`src/rtl/datamem_arbiter.sv`:
```
`default_nettype none
// ============================================================================
// Module   : datamem_arbiter
// Purpose  : Round-robin arbiter and access sequencer that shares the
//            single-ported 32-word data memory between the CPU load/store
//            port (port 0) and the debug/loader port (port 1). Each accepted
//            request becomes one memory cycle followed by a one-cycle
//            response. Misaligned and out-of-range addresses are rejected
//            without touching the memory.
// Revision : 1.0 - initial release
// ----------------------------------------------------------------------------
// Ports
//   clock          in   system clock, rising-edge active
//   reset          in   synchronous, active-high reset
//   req0/req1      in   access request, held until acknowledged
//   we0/we1        in   1 = store, 0 = load
//   addr0/addr1    in   byte address [ADDR_W-1:0]
//   wdata0/wdata1  in   store data [31:0]
//   ack0/ack1      out  one-cycle pulse, request accepted this cycle
//   rvalid0/1      out  one-cycle pulse, response complete
//   err0/err1      out  address fault flag, qualified by rvalid
//   rdata          out  load data, valid with rvalid
//   mem_address    out  datamem address
//   mem_writeData  out  datamem write data
//   mem_memWrite   out  datamem write strobe
//   mem_memRead    out  datamem read strobe
//   mem_readData   in   datamem read data (combinational)
// ============================================================================
module datamem_arbiter #(
  parameter int ADDR_W     = 32,
  parameter int DEPTH_LOG2 = 5
) (
  input  logic              clock,
  input  logic              reset,
  input  logic              req0,
  input  logic              req1,
  input  logic              we0,
  input  logic              we1,
  input  logic [ADDR_W-1:0] addr0,
  input  logic [ADDR_W-1:0] addr1,
  input  logic [31:0]       wdata0,
  input  logic [31:0]       wdata1,
  output logic              ack0,
  output logic              ack1,
  output logic              rvalid0,
  output logic              rvalid1,
  output logic              err0,
  output logic              err1,
  output logic [31:0]       rdata,
  output logic [31:0]       mem_address,
  output logic [31:0]       mem_writeData,
  output logic              mem_memWrite,
  output logic              mem_memRead,
  input  logic [31:0]       mem_readData
);

  // --------------------------------------------------------------------------
  // State encoding
  // --------------------------------------------------------------------------
  localparam logic [1:0] c_IDLE   = 2'd0;
  localparam logic [1:0] c_ACCESS = 2'd1;
  localparam logic [1:0] c_RESP   = 2'd2;

  // --------------------------------------------------------------------------
  // Registered state
  // --------------------------------------------------------------------------
  logic [1:0]        r_state;
  logic              r_last;     // port granted most recently
  logic              r_port;     // port owning the access in flight
  logic              r_we;
  logic              r_fault;
  logic [ADDR_W-1:0] r_addr;     // doubles as the held memory address
  logic [31:0]       r_wdata;    // doubles as the held memory write data
  logic [31:0]       r_rdata;

  // --------------------------------------------------------------------------
  // Combinational decode
  // --------------------------------------------------------------------------
  logic              w_run;
  logic              w_inIdle;
  logic              w_inAccess;
  logic              w_inResp;
  logic              w_anyReq;
  logic              w_grantPort;
  logic              w_selWe;
  logic [ADDR_W-1:0] w_selAddr;
  logic [31:0]       w_selWdata;
  logic              w_selFault;
  logic [31:0]       w_memAddr;

  // An address faults when it is not word aligned or when any bit above the
  // word index is set, i.e. it falls outside the 2**DEPTH_LOG2-word memory.
  function automatic logic isFault(input logic [ADDR_W-1:0] a);
    logic [ADDR_W-1:0] upper;
    upper   = a >> (DEPTH_LOG2 + 2);
    isFault = (a[1:0] != 2'b00) || (upper != '0);
  endfunction

  // Reset qualifies every strobe so that a reset arriving in ACCESS or RESP
  // suppresses the memory strobe and the response pulse in that same cycle.
  assign w_run      = !reset;
  assign w_inIdle   = (r_state == c_IDLE);
  assign w_inAccess = (r_state == c_ACCESS);
  assign w_inResp   = (r_state == c_RESP);
  assign w_anyReq   = req0 | req1;

  // Round robin: on a tie the port that did not win last time is chosen;
  // a lone request always wins regardless of the pointer.
  always_comb begin
    w_grantPort = 1'b0;
    if (req0 && req1) begin
      w_grantPort = ~r_last;
    end else if (req1) begin
      w_grantPort = 1'b1;
    end
  end

  assign w_selWe    = w_grantPort ? we1    : we0;
  assign w_selAddr  = w_grantPort ? addr1  : addr0;
  assign w_selWdata = w_grantPort ? wdata1 : wdata0;
  assign w_selFault = isFault(w_selAddr);

  // Fit the requester address to the 32-bit memory address bus.
  generate
    if (ADDR_W >= 32) begin : g_addrTrunc
      assign w_memAddr = r_addr[31:0];
    end else begin : g_addrPad
      assign w_memAddr = {{(32-ADDR_W){1'b0}}, r_addr};
    end
  endgenerate

  // --------------------------------------------------------------------------
  // Sequencer
  // --------------------------------------------------------------------------
  always_ff @(posedge clock) begin
    if (reset) begin
      r_state <= c_IDLE;
      r_last  <= 1'b1;   // port 0 wins the first tie
      r_port  <= 1'b0;
      r_we    <= 1'b0;
      r_fault <= 1'b0;
      r_addr  <= '0;
      r_wdata <= '0;
      r_rdata <= '0;
    end else begin
      case (r_state)
        c_IDLE: begin
          if (w_anyReq) begin
            r_port  <= w_grantPort;
            r_last  <= w_grantPort;
            r_we    <= w_selWe;
            r_addr  <= w_selAddr;
            r_wdata <= w_selWdata;
            r_fault <= w_selFault;
            r_state <= c_ACCESS;
          end
        end
        c_ACCESS: begin
          // Stores and faulted accesses return zero data.
          if (!r_we && !r_fault) begin
            r_rdata <= mem_readData;
          end else begin
            r_rdata <= '0;
          end
          r_state <= c_RESP;
        end
        c_RESP: begin
          r_state <= c_IDLE;
        end
        default: begin
          r_state <= c_IDLE;
        end
      endcase
    end
  end

  // --------------------------------------------------------------------------
  // Outputs
  // --------------------------------------------------------------------------
  assign ack0 = w_run & w_inIdle & w_anyReq & ~w_grantPort;
  assign ack1 = w_run & w_inIdle & w_anyReq &  w_grantPort;

  assign rvalid0 = w_run & w_inResp & ~r_port;
  assign rvalid1 = w_run & w_inResp &  r_port;
  assign err0    = rvalid0 & r_fault;
  assign err1    = rvalid1 & r_fault;
  assign rdata   = r_rdata;

  // Address and write data are registers loaded at grant time, so they show
  // the latched values during ACCESS and hold them until the next grant.
  assign mem_address   = w_memAddr;
  assign mem_writeData = r_wdata;
  assign mem_memWrite  = w_run & w_inAccess &  r_we & ~r_fault;
  assign mem_memRead   = w_run & w_inAccess & ~r_we & ~r_fault;

endmodule
`default_nettype wire

```
`config.mk`:
```
export PLATFORM = sky130hd
export DESIGN_NAME = datamem_arbiter
export DESIGN_NICKNAME = d
export VERILOG_FILES = /design/src/rtl/datamem_arbiter.sv
export SDC_FILE = /design/constraint.sdc
export NUM_CORES = 1
export LEC_CHECK = 0
export CAP_MARGIN = 30
export CORE_UTILIZATION = 41
export CTS_CLUSTER_DIAMETER = 150
export DETAILED_ROUTE_END_ITERATION = 6
export PLACE_DENSITY = 0.87
export RECOVER_POWER = 50
export SLEW_MARGIN = 25
export SYNTH_ARGS = -nofsm -noshare
export SYNTH_HDL_FRONTEND = slang
export SYNTH_SLANG_ARGS = --single-unit
```
`constraint.sdc`:
```
create_clock -name clock -period 3.38 [get_ports clock]
set_clock_uncertainty 0.05 [all_clocks]
set_input_delay 1.014 -clock clock [delete_from_list [all_inputs] [get_ports clock]]
set_output_delay 1.014 -clock clock [all_outputs]
set_load 0.1 [all_outputs]
```
## Yosys cells after proc, flatten, opt, wreduce, memory -nomap -nowiden

Index checks and enable logic that the tools add are counted.

- Flip-flop bits (word level): 102
- Bits of input ports: 166
- Output and inout port bits: 104
- Word-level logic and storage cells: 49

- Eq/ne operators: 3
- Bitwise gates (word level): 20
- Reductions and logical operators: 10
- Muxes and demuxes: 8

Operator list:

| operator | number |
|---|---|
| two-way mux 32 bit | 3 |
| nonzero test 32 bit | 1 |
| bitwise AND 1 bit | 14 |
| NOT 1 bit | 5 |
| case mux 2 bit (2 select lines) | 1 |
| zero test 1 bit | 3 |
| two-way mux 1 bit | 3 |
| equality test 2 x 1 -> 1 bit, second input constant | 1 |
| equality test 2 bit, second input constant | 1 |
| logical AND 1 bit | 2 |
| zero test 2 bit | 1 |
| two-way mux 2 bit | 1 |
| != test 2 x 1 -> 1 bit, second input constant | 1 |
| AND reduction 2 bit | 1 |
| nonzero test 2 bit | 1 |
| logical OR 1 bit | 1 |
| OR 1 bit | 1 |

## Depth between registers and ports, before layout

Gate-level depths: netlist of the first run.

- Depth in word-level cells: 5
- Depth in mapped cells: 7
- Mapped depth without buffers: 4

## Worst setup path after synthesis of the first run

Ideal clock, no wire load.

- Path kind: input port to output port
- Start: input reset
- End: output mem_memWrite
- Cell stages on the path: 3
- Setup slack: -2,123 ps
- Required time: 2,316 ps
- Arrival time: 4,439 ps
- Buffers on the path: 2
- Cell sequence: buf_2 buf_2 nor4b_1

- Word-level cells in the longest chain between the ends: 4

Ends and longest elaborated chain:

| item | line | source |
|---|---|---|
| from (decl) | 34 | `input logic reset,` |
| zero test 1 bit | 101 | `assign w_run = !reset;` |
| bitwise AND 1 bit (3 in a row) | 193 | `assign mem_memWrite = w_run & w_inAccess & r_we & ~r_fault;` |
| to (decl) | 52 | `output logic mem_memWrite,` |

No other way between the ends.

## Worst setup path in the final report of the first run

- Start: input req1
- End: output ack1

- Word-level cells in the longest chain between the ends: 3
- Elaborated cells on any way between the ends: 6
- Classes of those cells: 2 x mux; 3 x bitwise; 1 x reduce/logical

Ends and longest elaborated chain:

| item | line | source |
|---|---|---|
| from (decl) | 36 | `input logic req1,` |
| OR 1 bit, or another cell as far along | 105 | `assign w_anyReq = req0 \| req1;` |
| bitwise AND 1 bit or two-way mux 1 bit (tied branches) | 181, 111 |  |
| bitwise AND 1 bit (*) | 181 | `assign ack1 = w_run & w_inIdle & w_anyReq & w_grantPort;` |
| to (decl) | 44 | `output logic ack1,` |

Every way passes the cells marked *; elsewhere a longest branch is shown, timed or not.

==> results of run 1 <==
per-layer routing:
layer | GRT usage [%] | share of wire (%)
met5 | 0 | 0
met4 | 11.4 | 3.1
met3 | 4.72 | 7.0
met2 | 40.4 | 51
met1 | 23.7 | 39
metrics by stage:
stage | utilization, % | setup WS (ns) | instance area [um^2]
floorplan | - | -0.0227 | 4620
CTS | 67.5 | 0.0643 | 7320
detailed placement | 65.6 | 0.0483 | 7120
finish | 65.1 | 0.0853 | 7060
global route | 65.1 | 0.0287 | 7060
global placement | 65.5 | 0.101 | 7100
cell type report:
class                           count  area [um^2]  area share (%)
Sequential cell                   102         2040            28.9
Inverter                            1         3.75          0.0532
Tap cell                          140          175            2.48
Timing Repair Buffer              279         2360            33.4
Clock buffer                        9          124            1.76
Clock inverter                      7         80.1            1.13
Multi-Input combinational cell    307         2270            32.2
report_power, final:
part           switching, uW  total (uW)  leakage, uW  internal [uW]
clock                    448         800    0.0000968            352
combinational           1150        1560      0.00171            414
sequential              66.5        1380     0.000842           1320
total                   1660        3750      0.00265           2080
flip-flops by register name (all words and copies together), names as in the netlist:
signal         flops
mem_writeData     32
r_we               1
r_state            2
rdata             32
r_fault            1
r_port             1
r_last             1
mem_address       32
critical path: cells and delay by family:
kind / cells / cell delay (ns)
buffers and inverters: 2 / 0.71
AO/OA/AOI/OAI: 1 / 0.26
AND/OR/NAND/NOR: 1 / 0.24
path summary, 6_finish.rpt:
kind                                 startpoint              end
worst min-delay path            mem_address[30]  mem_address[30]
worst min register to register  mem_address[30]  mem_address[30]
worst max register to register       r_state[1]         rdata[3]
worst max-delay path                       req1             ack1
synth_stat cells:
cell / count / area share [%]
o21ai_0: 4 / 0.44
mux2_2: 1 / 0.25
dfxtp_1: 102 / 45
nor3_1: 2 / 0.22
o21a_1: 1 / 0.16
a21boi_4: 1 / 0.41
buf_2: 15 / 1.6
inv_1: 1 / 0.082
nand3b_1: 1 / 0.16
nand4_1: 1 / 0.14
buf_12: 5 / 2.2
nand2b_1: 1 / 0.14
and3_1: 2 / 0.27
nor4_1: 13 / 1.8
and2_1: 2 / 0.27
nor3_2: 1 / 0.22
nand2_1: 4 / 0.33
clkbuf_1: 13 / 1.1
nor3b_1: 1 / 0.16
mux2i_1: 64 / 14
buf_1: 2 / 0.16
buf_6: 1 / 0.25
buf_4: 4 / 0.66
buf_8: 2 / 0.66
a211oi_2: 35 / 9.6
nor2_1: 103 / 8.5
nand3_1: 4 / 0.44
nor4b_1: 1 / 0.19
a211oi_1: 30 / 4.9
a22oi_1: 32 / 5.3
nor2b_1: 1 / 0.14
a21oi_1: 1 / 0.11
a31oi_1: 1 / 0.14
logic make-up after synthesis:
logic type      Yosys count  share of synthesized area [%]
flops                   102                           44.9
mux                      65                           14.3
simple gates            137                           13.0
compound gates          105                           21.1
buf+inv                  43                           6.73
layout by cell type (no fill, tap or decap), drive strengths merged, types with 2 or more instances in the layout:
cell	Yosys	final
nor2	103	103
clkdlybuf4s50	0	164
a22oi	32	32
inv	1	4
nand2	4	4
mux2i	64	64
and2	2	2
o21ai	4	4
buf	29	45
nor3	3	3
a211oi	65	65
and3	2	2
nand3	4	4
clkinvlp	0	2
clkbuf	13	79
nor4	13	13
dfxtp	102	102
==> impl_metrics.json, run 1 <==
{
  "gp_congestion": 0.873,
  "cts_setup_buffers": 0,
  "maxCapViolations": 0,
  "drive_gt1_share_pct": 15.0,
  "setup_tns_ns": 0,
  "hold_buffers": 0,
  "grt_pass1_vias": 4192,
  "hold_depth": 2,
  "crit_chain": "clkdlybuf4s50_1 -> a21boi_4 -> and3_1 -> buf_12",
  "cp-start-kind": "input port",
  "track_usage_pct": 22.1,
  "vias_per_cell": 5.19,
  "vdd_ir_drop_max_mv": 0.280,
  "grt_setup_unrepaired": "false",
  "cpPeakStageDelay_ns": 0.52,
  "yosys_warnings": 0,
  "antenna_found_initial": 0,
  "nets": 866,
  "die_area_um2": 11500,
  "cp.arrival_ns": 2.23,
  "fmax_mhz": 304,
  "routedWlPerCell_um": 15.7,
  "die_y_um": 107,
  "placedCellCount": 829,
  "grt_overflow": 0,
  "postSynthNetCount": 618,
  "path_clk_slew_ns": 0.10,
  "synth_seq_area_share_pct": 44.9,
  "r2r_slack_ns": 1.08,
  "required_ns": 2.32,
  "cts_tree": "yes",
  "stdcell_count": 845,
  "port_buffers": 269,
  "numClockSinks": 102,
  "leakage_uw": 0.00265,
  "grt_max_degree": 132,
  "hold_viol": 0,
  "detail-route-antenna-nets": 0,
  "rr_worst_depth": 4,
  "die_w_um": 107,
  "hold-worst-slack_ns": 0.449,
  "hold_path_class": "register to register",
  "core_um2": 10800,
  "hpwlAfterDp_mm": 10.0,
  "clk_latency_ns": 0.35,
  "ctsResizeCount": 0,
  "synth.avg_cell_area_um2": 10.1,
  "cp-end-kind": "output port",
  "htree_num_levels": 3,
  "area_growth_pct": 55.0,
  "status": "completed",
  "finalCritPeriodShare_pct": 97.5,
  "start_util_pct": 42.0,
  "slew_violations": 0,
  "relSlewSlack_pct": 1.72,
  "cts-root-buf": "clkbuf_8",
  "synthCells": 452,
  "cp_max_fo": 4,
  "synth_area_um2": 4550,
  "layout_min_cycle_time_ns": 3.29,
  "drc": 0,
  "ios": 270,
  "power_uw": 3750,
  "wirelength_mm": 13.2,
  "powerDensity_nw_per_um2": 531,
  "vias": 4384,
  "rows": 38,
  "drtIter0Drc": 253,
  "setup_viol": 0,
  "worstSetupPathType": "input port to output port",
  "numCtsBuffers": 9,
  "synth.distinct_cells": 33,
  "worst_pin_slew_ns": 1.47,
  "grt_first_pass_wirelength_mm": 19.9,
  "synth_seq_cells": 102,
  "clockBufferDepth": 2,
  "antenna_cells": 0,
  "crit_slowest_cell": "clkdlybuf4s50_1",
  "drt_first_pass_iters": 4,
  "fillers": 887
}
(Power assumes the default switching activity.)
==> run 2, diff against run 1 <==
--- a/config.mk
+++ b/config.mk
@@ -6,10 +6,11 @@
 export NUM_CORES = 1
 export LEC_CHECK = 0
 export CAP_MARGIN = 30
-export CORE_UTILIZATION = 41
+export CORE_AREA = 2 2 105 107
 export CTS_CLUSTER_DIAMETER = 150
 export DETAILED_ROUTE_END_ITERATION = 6
-export PLACE_DENSITY = 0.87
+export DIE_AREA = 0 0 107 109
+export DONT_BUFFER_PORTS = 1
 export RECOVER_POWER = 50
 export SLEW_MARGIN = 25
 export SYNTH_ARGS = -nofsm -noshare
==> impl_metrics.json, run 2 (synthesis gave the netlist of run 1 again) <==
{
  "status": "completed",
  "rr_worst_depth": 5,
  "ios": 270,
  "grt_overflow": 0,
  "switching_share_pct": 46.9,
  "core_um2": 10600,
  "start_util_pct": 42.9,
  "wl_met2_mm": 5.20,
  "drt_first_pass_iters": 4,
  "drtIter0Drc": 184,
  "track_usage_pct": 17.8,
  "detail-route-antenna-nets": 0,
  "cts-root-buf": "clkbuf_8",
  "required_ns": 2.32,
  "slew_violations": 0,
  "drc": 0,
  "hold_depth": 2,
  "path_clk_slew_ns": 0.10,
  "relSlewSlack_pct": 4.18,
  "min_from": "r_last",
  "rows": 38,
  "fmax_mhz": 352,
  "met1_length_mm": 4.53,
  "hold_buffers": 0,
  "combPwrFrac_pct": 12.6,
  "top_layer": "met4",
  "antenna_found_initial": 0,
  "pwr-share-seq_pct": 65.2,
  "power_uw": 3330,
  "htree_num_levels": 3,
  "hold_viol": 0,
  "routedWlPerCell_um": 18.8,
  "port_buffers": 0,
  "leakage_uw": 0.00171,
  "cpPeakStageDelay_ns": 0.33,
  "clk_latency_ns": 0.36,
  "finalCritPeriodShare_pct": 84.1,
  "grt_setup_unrepaired": "false",
  "cts_setup_buffers": 0,
  "numCtsBuffers": 9,
  "grt_first_pass_wirelength_mm": 16.3,
  "crit_chain": "nor3b_2 -> nor2b_4 -> and2_4",
  "fin_area_um2": 4720,
  "final_cell_mix": "nor2_1 (103), dfxtp_1 (102), mux2i_1 (64)",
  "cp-start-kind": "input port",
  "final_common_cell": "nor2_1",
  "crit_slowest_cell": "and2_4",
  "cp-end-kind": "output port",
  "hold_end": "r_last",
  "antenna_cells": 0,
  "area_growth_pct": 3.66,
  "vias": 3277,
  "p_clk_share_pct": 22.2,
  "die_y_um": 109,
  "worstReg2RegStart": "r_state[1]",
  "nets": 601,
  "gp_congestion": 0.753,
  "vdd_ir_drop_max_mv": 0.269,
  "internal-power_uw": 1770,
  "layout_min_cycle_time_ns": 2.84,
  "die_w_um": 107,
  "crit-reg2reg-capture": "rdata[18]",
  "fillers": 1021,
  "stdcell_count": 580,
  "cp.arrival_ns": 1.78,
  "placedCellCount": 564,
  "clockBufferDepth": 2,
  "numClockSinks": 102,
  "worst_pin_slew_ns": 1.44,
  "hold_path_class": "register to register",
  "r2r_slack_ns": 0.62,
  "cp_max_fo": 105,
  "wirelength_mm": 10.9,
  "vias_per_cell": 5.65,
  "ctsResizeCount": 0,
  "setup_viol": 0,
  "grt_pass1_vias": 3229,
  "dr_wl_met3_um": 884,
  "powerDensity_nw_per_um2": 706,
  "die_area_um2": 11700,
  "hpwlAfterDp_mm": 7.82,
  "grt_max_degree": 132,
  "cts_tree": "yes",
  "final_util_pct": 44.5,
  "placed_cell_area_um2": 4640,
  "drive_gt1_share_pct": 13.2,
  "maxCapViolations": 0,
  "worstSetupPathType": "input port to output port",
  "p_sw_uw": 1560
}
==> run 2: layer usage <==
| layer | track usage (%) | up-vias |
|---|---|---|
| met1 | 21.5 | 1474 |
| met4 | 9.28 | 0 |
| met2 | 29.5 | 169 |
| met3 | 4.36 | 21 |
| met5 | 0 | - |
| li1 | - | 1613 |
==> run 2: cell type report <==
cell class / instances / area [um^2] / area share (%)
clock inverter: 7 / 63.8 / 1.35
clock buffer: 9 / 124 / 2.63
tap: 140 / 175 / 3.71
multi-input combinational: 307 / 2190 / 46.4
sequential: 102 / 2040 / 43.3
timing repair buffer: 14 / 119 / 2.52
inverter: 1 / 3.75 / 0.0796
==> run 2: worst max-delay path by stage <==
stage | start | end | slack [ns]
5_1_grt | r_state[0] | rdata[22] | 0.41
3_5_place_dp | reset | err0 | 0.57
3_3_place_gp | reset | err0 | 0.60
6_report | reset | err0 | 0.54
4_1_cts | r_state[0] | mem_memRead | 0.53
2_1_floorplan | reset | mem_memWrite | -0.02
==> run 2: metrics by stage <==
step,TNS [ns],hold slack [ns],setup slack (ns)
floorplan,-0.0479,0.432,-0.0227
global placement,0,0.451,0.596
detailed placement,0,0.452,0.574
CTS,0,0.467,0.534
global route,0,0.511,0.411
finish,0,0.465,0.537
==> run 2: power by group through the flow <==
stage                     registers (uW)  logic (uW)  clock network, uW
after CTS                           2180         448                771
after global routing                2190         469                820
after global placement              2200         431                  0
after floorplan                     2180         425                  0
final                               2170         420                741
after detailed placement            2200         447                  0
==> run 2: worst max-delay path, delay by kind of cell <==
family	cells	cell delay [ns]
and+or+nand+nor	3	0.74
==> run 3, diff against run 2 <==
==> constraint.sdc (replaced) <==
create_clock -name clock -period 2.7 [get_ports clock]
set_clock_uncertainty 0.05 [all_clocks]
set_input_delay 0.81 -clock clock [delete_from_list [all_inputs] [get_ports clock]]
set_output_delay 0.81 -clock clock [all_outputs]
set_load 0.1 [all_outputs]
==> impl_metrics.json, run 3 (synthesis gave the netlist of run 1 again) <==
{
  "crit_chain": "nor2_1 -> o21ai_0 -> clkbuf_1 -> nor3_4 -> buf_12",
  "detail-route-antenna-nets": 0,
  "grt_setup_unrepaired": "false",
  "rr_worst_depth": 5,
  "port_buffers": 0,
  "drtIter0Drc": 177,
  "grt_overflow": 0,
  "cp_num_buf_inv": 2,
  "crit_end": "ack0",
  "pwr-share-seq_pct": 37.9,
  "htree_num_levels": 3,
  "setup_tns_ns": 0,
  "clk_latency_ns": 0.36,
  "combPwrFrac_pct": 39.2,
  "fmax_mhz": 412,
  "nets": 697,
  "hold_viol": 0,
  "layout_min_cycle_time_ns": 2.43,
  "grt_first_pass_wirelength_mm": 17.5,
  "required_ns": 1.84,
  "final_cell_mix": "nor2_1 (103), dfxtp_1 (102), buf_4 (96)",
  "cp.arrival_ns": 1.57,
  "fillers": 978,
  "setup_viol": 0,
  "cp-start-kind": "register",
  "crit_slowest_cell": "dfxtp_1",
  "min_from": "mem_writeData[19]",
  "internal-power_uw": 2560,
  "maxCapViolations": 0,
  "post-place-ws_ns": 0.330,
  "clockBufferDepth": 2,
  "crit-reg2reg-capture": "rdata[23]",
  "final_util_pct": 52.8,
  "numCtsBuffers": 9,
  "area_growth_pct": 23.0,
  "cts_setup_buffers": 0,
  "ios": 270,
  "antenna_cells": 0,
  "worst_slack_ns": 0.270,
  "wirelength_mm": 11.6,
  "worstReg2RegStart": "r_state[1]",
  "routedWlPerCell_um": 17.3,
  "grt_max_degree": 132,
  "hold_buffers": 0,
  "cts-root-buf": "clkbuf_8",
  "hpwlAfterDp_mm": 8.66,
  "p_sw_uw": 1940,
  "powerDensity_nw_per_um2": 802,
  "cp_num_cells": 5,
  "drive_gt1_share_pct": 31.2,
  "final_common_cell": "nor2_1",
  "r2r_slack_ns": 0.37,
  "switching_share_pct": 43.1,
  "cp-end-kind": "output port",
  "die_w_um": 107,
  "vias_per_cell": 5.41,
  "die_y_um": 109,
  "grt_pass1_vias": 3604,
  "core_um2": 10600,
  "antenna_found_initial": 0,
  "cts_tree": "yes",
  "die_area_um2": 11700,
  "worst_pin_slew_ns": 1.38,
  "cp_max_fo": 6,
  "crit_start": "r_state[0]",
  "track_usage_pct": 19.1,
  "status": "completed",
  "path_delay_family": "buffers and inverters",
  "vdd_ir_drop_max_mv": 0.321,
  "gp_congestion": 0.802,
  "hold-worst-slack_ns": 0.456,
  "vias": 3650,
  "ctsResizeCount": 0,
  "hold_path_class": "register to register",
  "cpPeakStageDelay_ns": 0.35,
  "drc": 0,
  "numClockSinks": 102,
  "relSlewSlack_pct": 7.81,
  "path_clk_slew_ns": 0.09,
  "finalCritPeriodShare_pct": 90.0,
  "rows": 38,
  "p_clk_share_pct": 22.9,
  "leakage_uw": 0.00226,
  "drt_first_pass_iters": 4,
  "slew_violations": 0,
  "worstSetupPathType": "register to output port",
  "start_util_pct": 42.9
}
-- run 3: cell types whose count changed in the layout (fill, tap and decap cells not counted), sizes merged --
| cell | change |
|---|---|
| buf | +94 |
| bufinv | +2 |
| clkbuf | +3 |
| clkinv | +1 |
| clkinvlp | -1 |
| inv | -4 |
-- run 3: cell type report --
type	count	area (um^2)	area share (%)
clock buffer	10	128	2.28
tap	140	175	3.13
inverter	1	3.75	0.0670
clock inverter	5	85.1	1.52
sequential	102	2040	36.5
multi-input combinational	307	2260	40.3
timing repair buffer	110	911	16.3
-- run 3: through the flow --
| step | cell area, um^2 | std cells | power, uW |
|---|---|---|---|
| CTS | 5640 | 675 | 4550 |
| floorplan | 4630 | 452 | 3260 |
| finish | 5600 | 675 | 4490 |
| global placement | 5430 | 660 | 3500 |
| detailed placement | 5430 | 660 | 3520 |
| global route | 5600 | 675 | 4690 |
-- run 3: per-layer routing --
metal  share of wire [%]  GRT usage [%]
met4                 2.8           10.4
met5                   0              0
met1                  39           21.4
met3                 8.5           4.96
met2                  50           33.2
-- run 3: power groups by stage --
stage               combinational, uW  clock, uW  sequential, uW
floorplan                         532          0            2730
global placement                 1760          0            1730
detailed placement               1780          0            1740
CTS                              1780       1070            1700
global route                     1840       1130            1720
finish                           1760       1030            1700
-- run 3: worst min-delay path by stage --
stage	slack (ns)	end	cells after the start
floorplan	0.43	r_last	2
detailed placement	0.44	mem_writeData[21]	2
CTS	0.43	mem_address[6]	1
finish	0.46	mem_writeData[19]	2
global route	0.43	mem_address[0]	1
global placement	0.43	mem_writeData[27]	2
-- run 3: worst reg2reg max path, cell delays in order, from the launching register on --
cell and delay, ns:
dfxtp_1 0.34, nand2b_1 0.27, nor3_1 0.22, clkbuf_1 1.04, a22oi_1 0.16, nor2_1 0.18
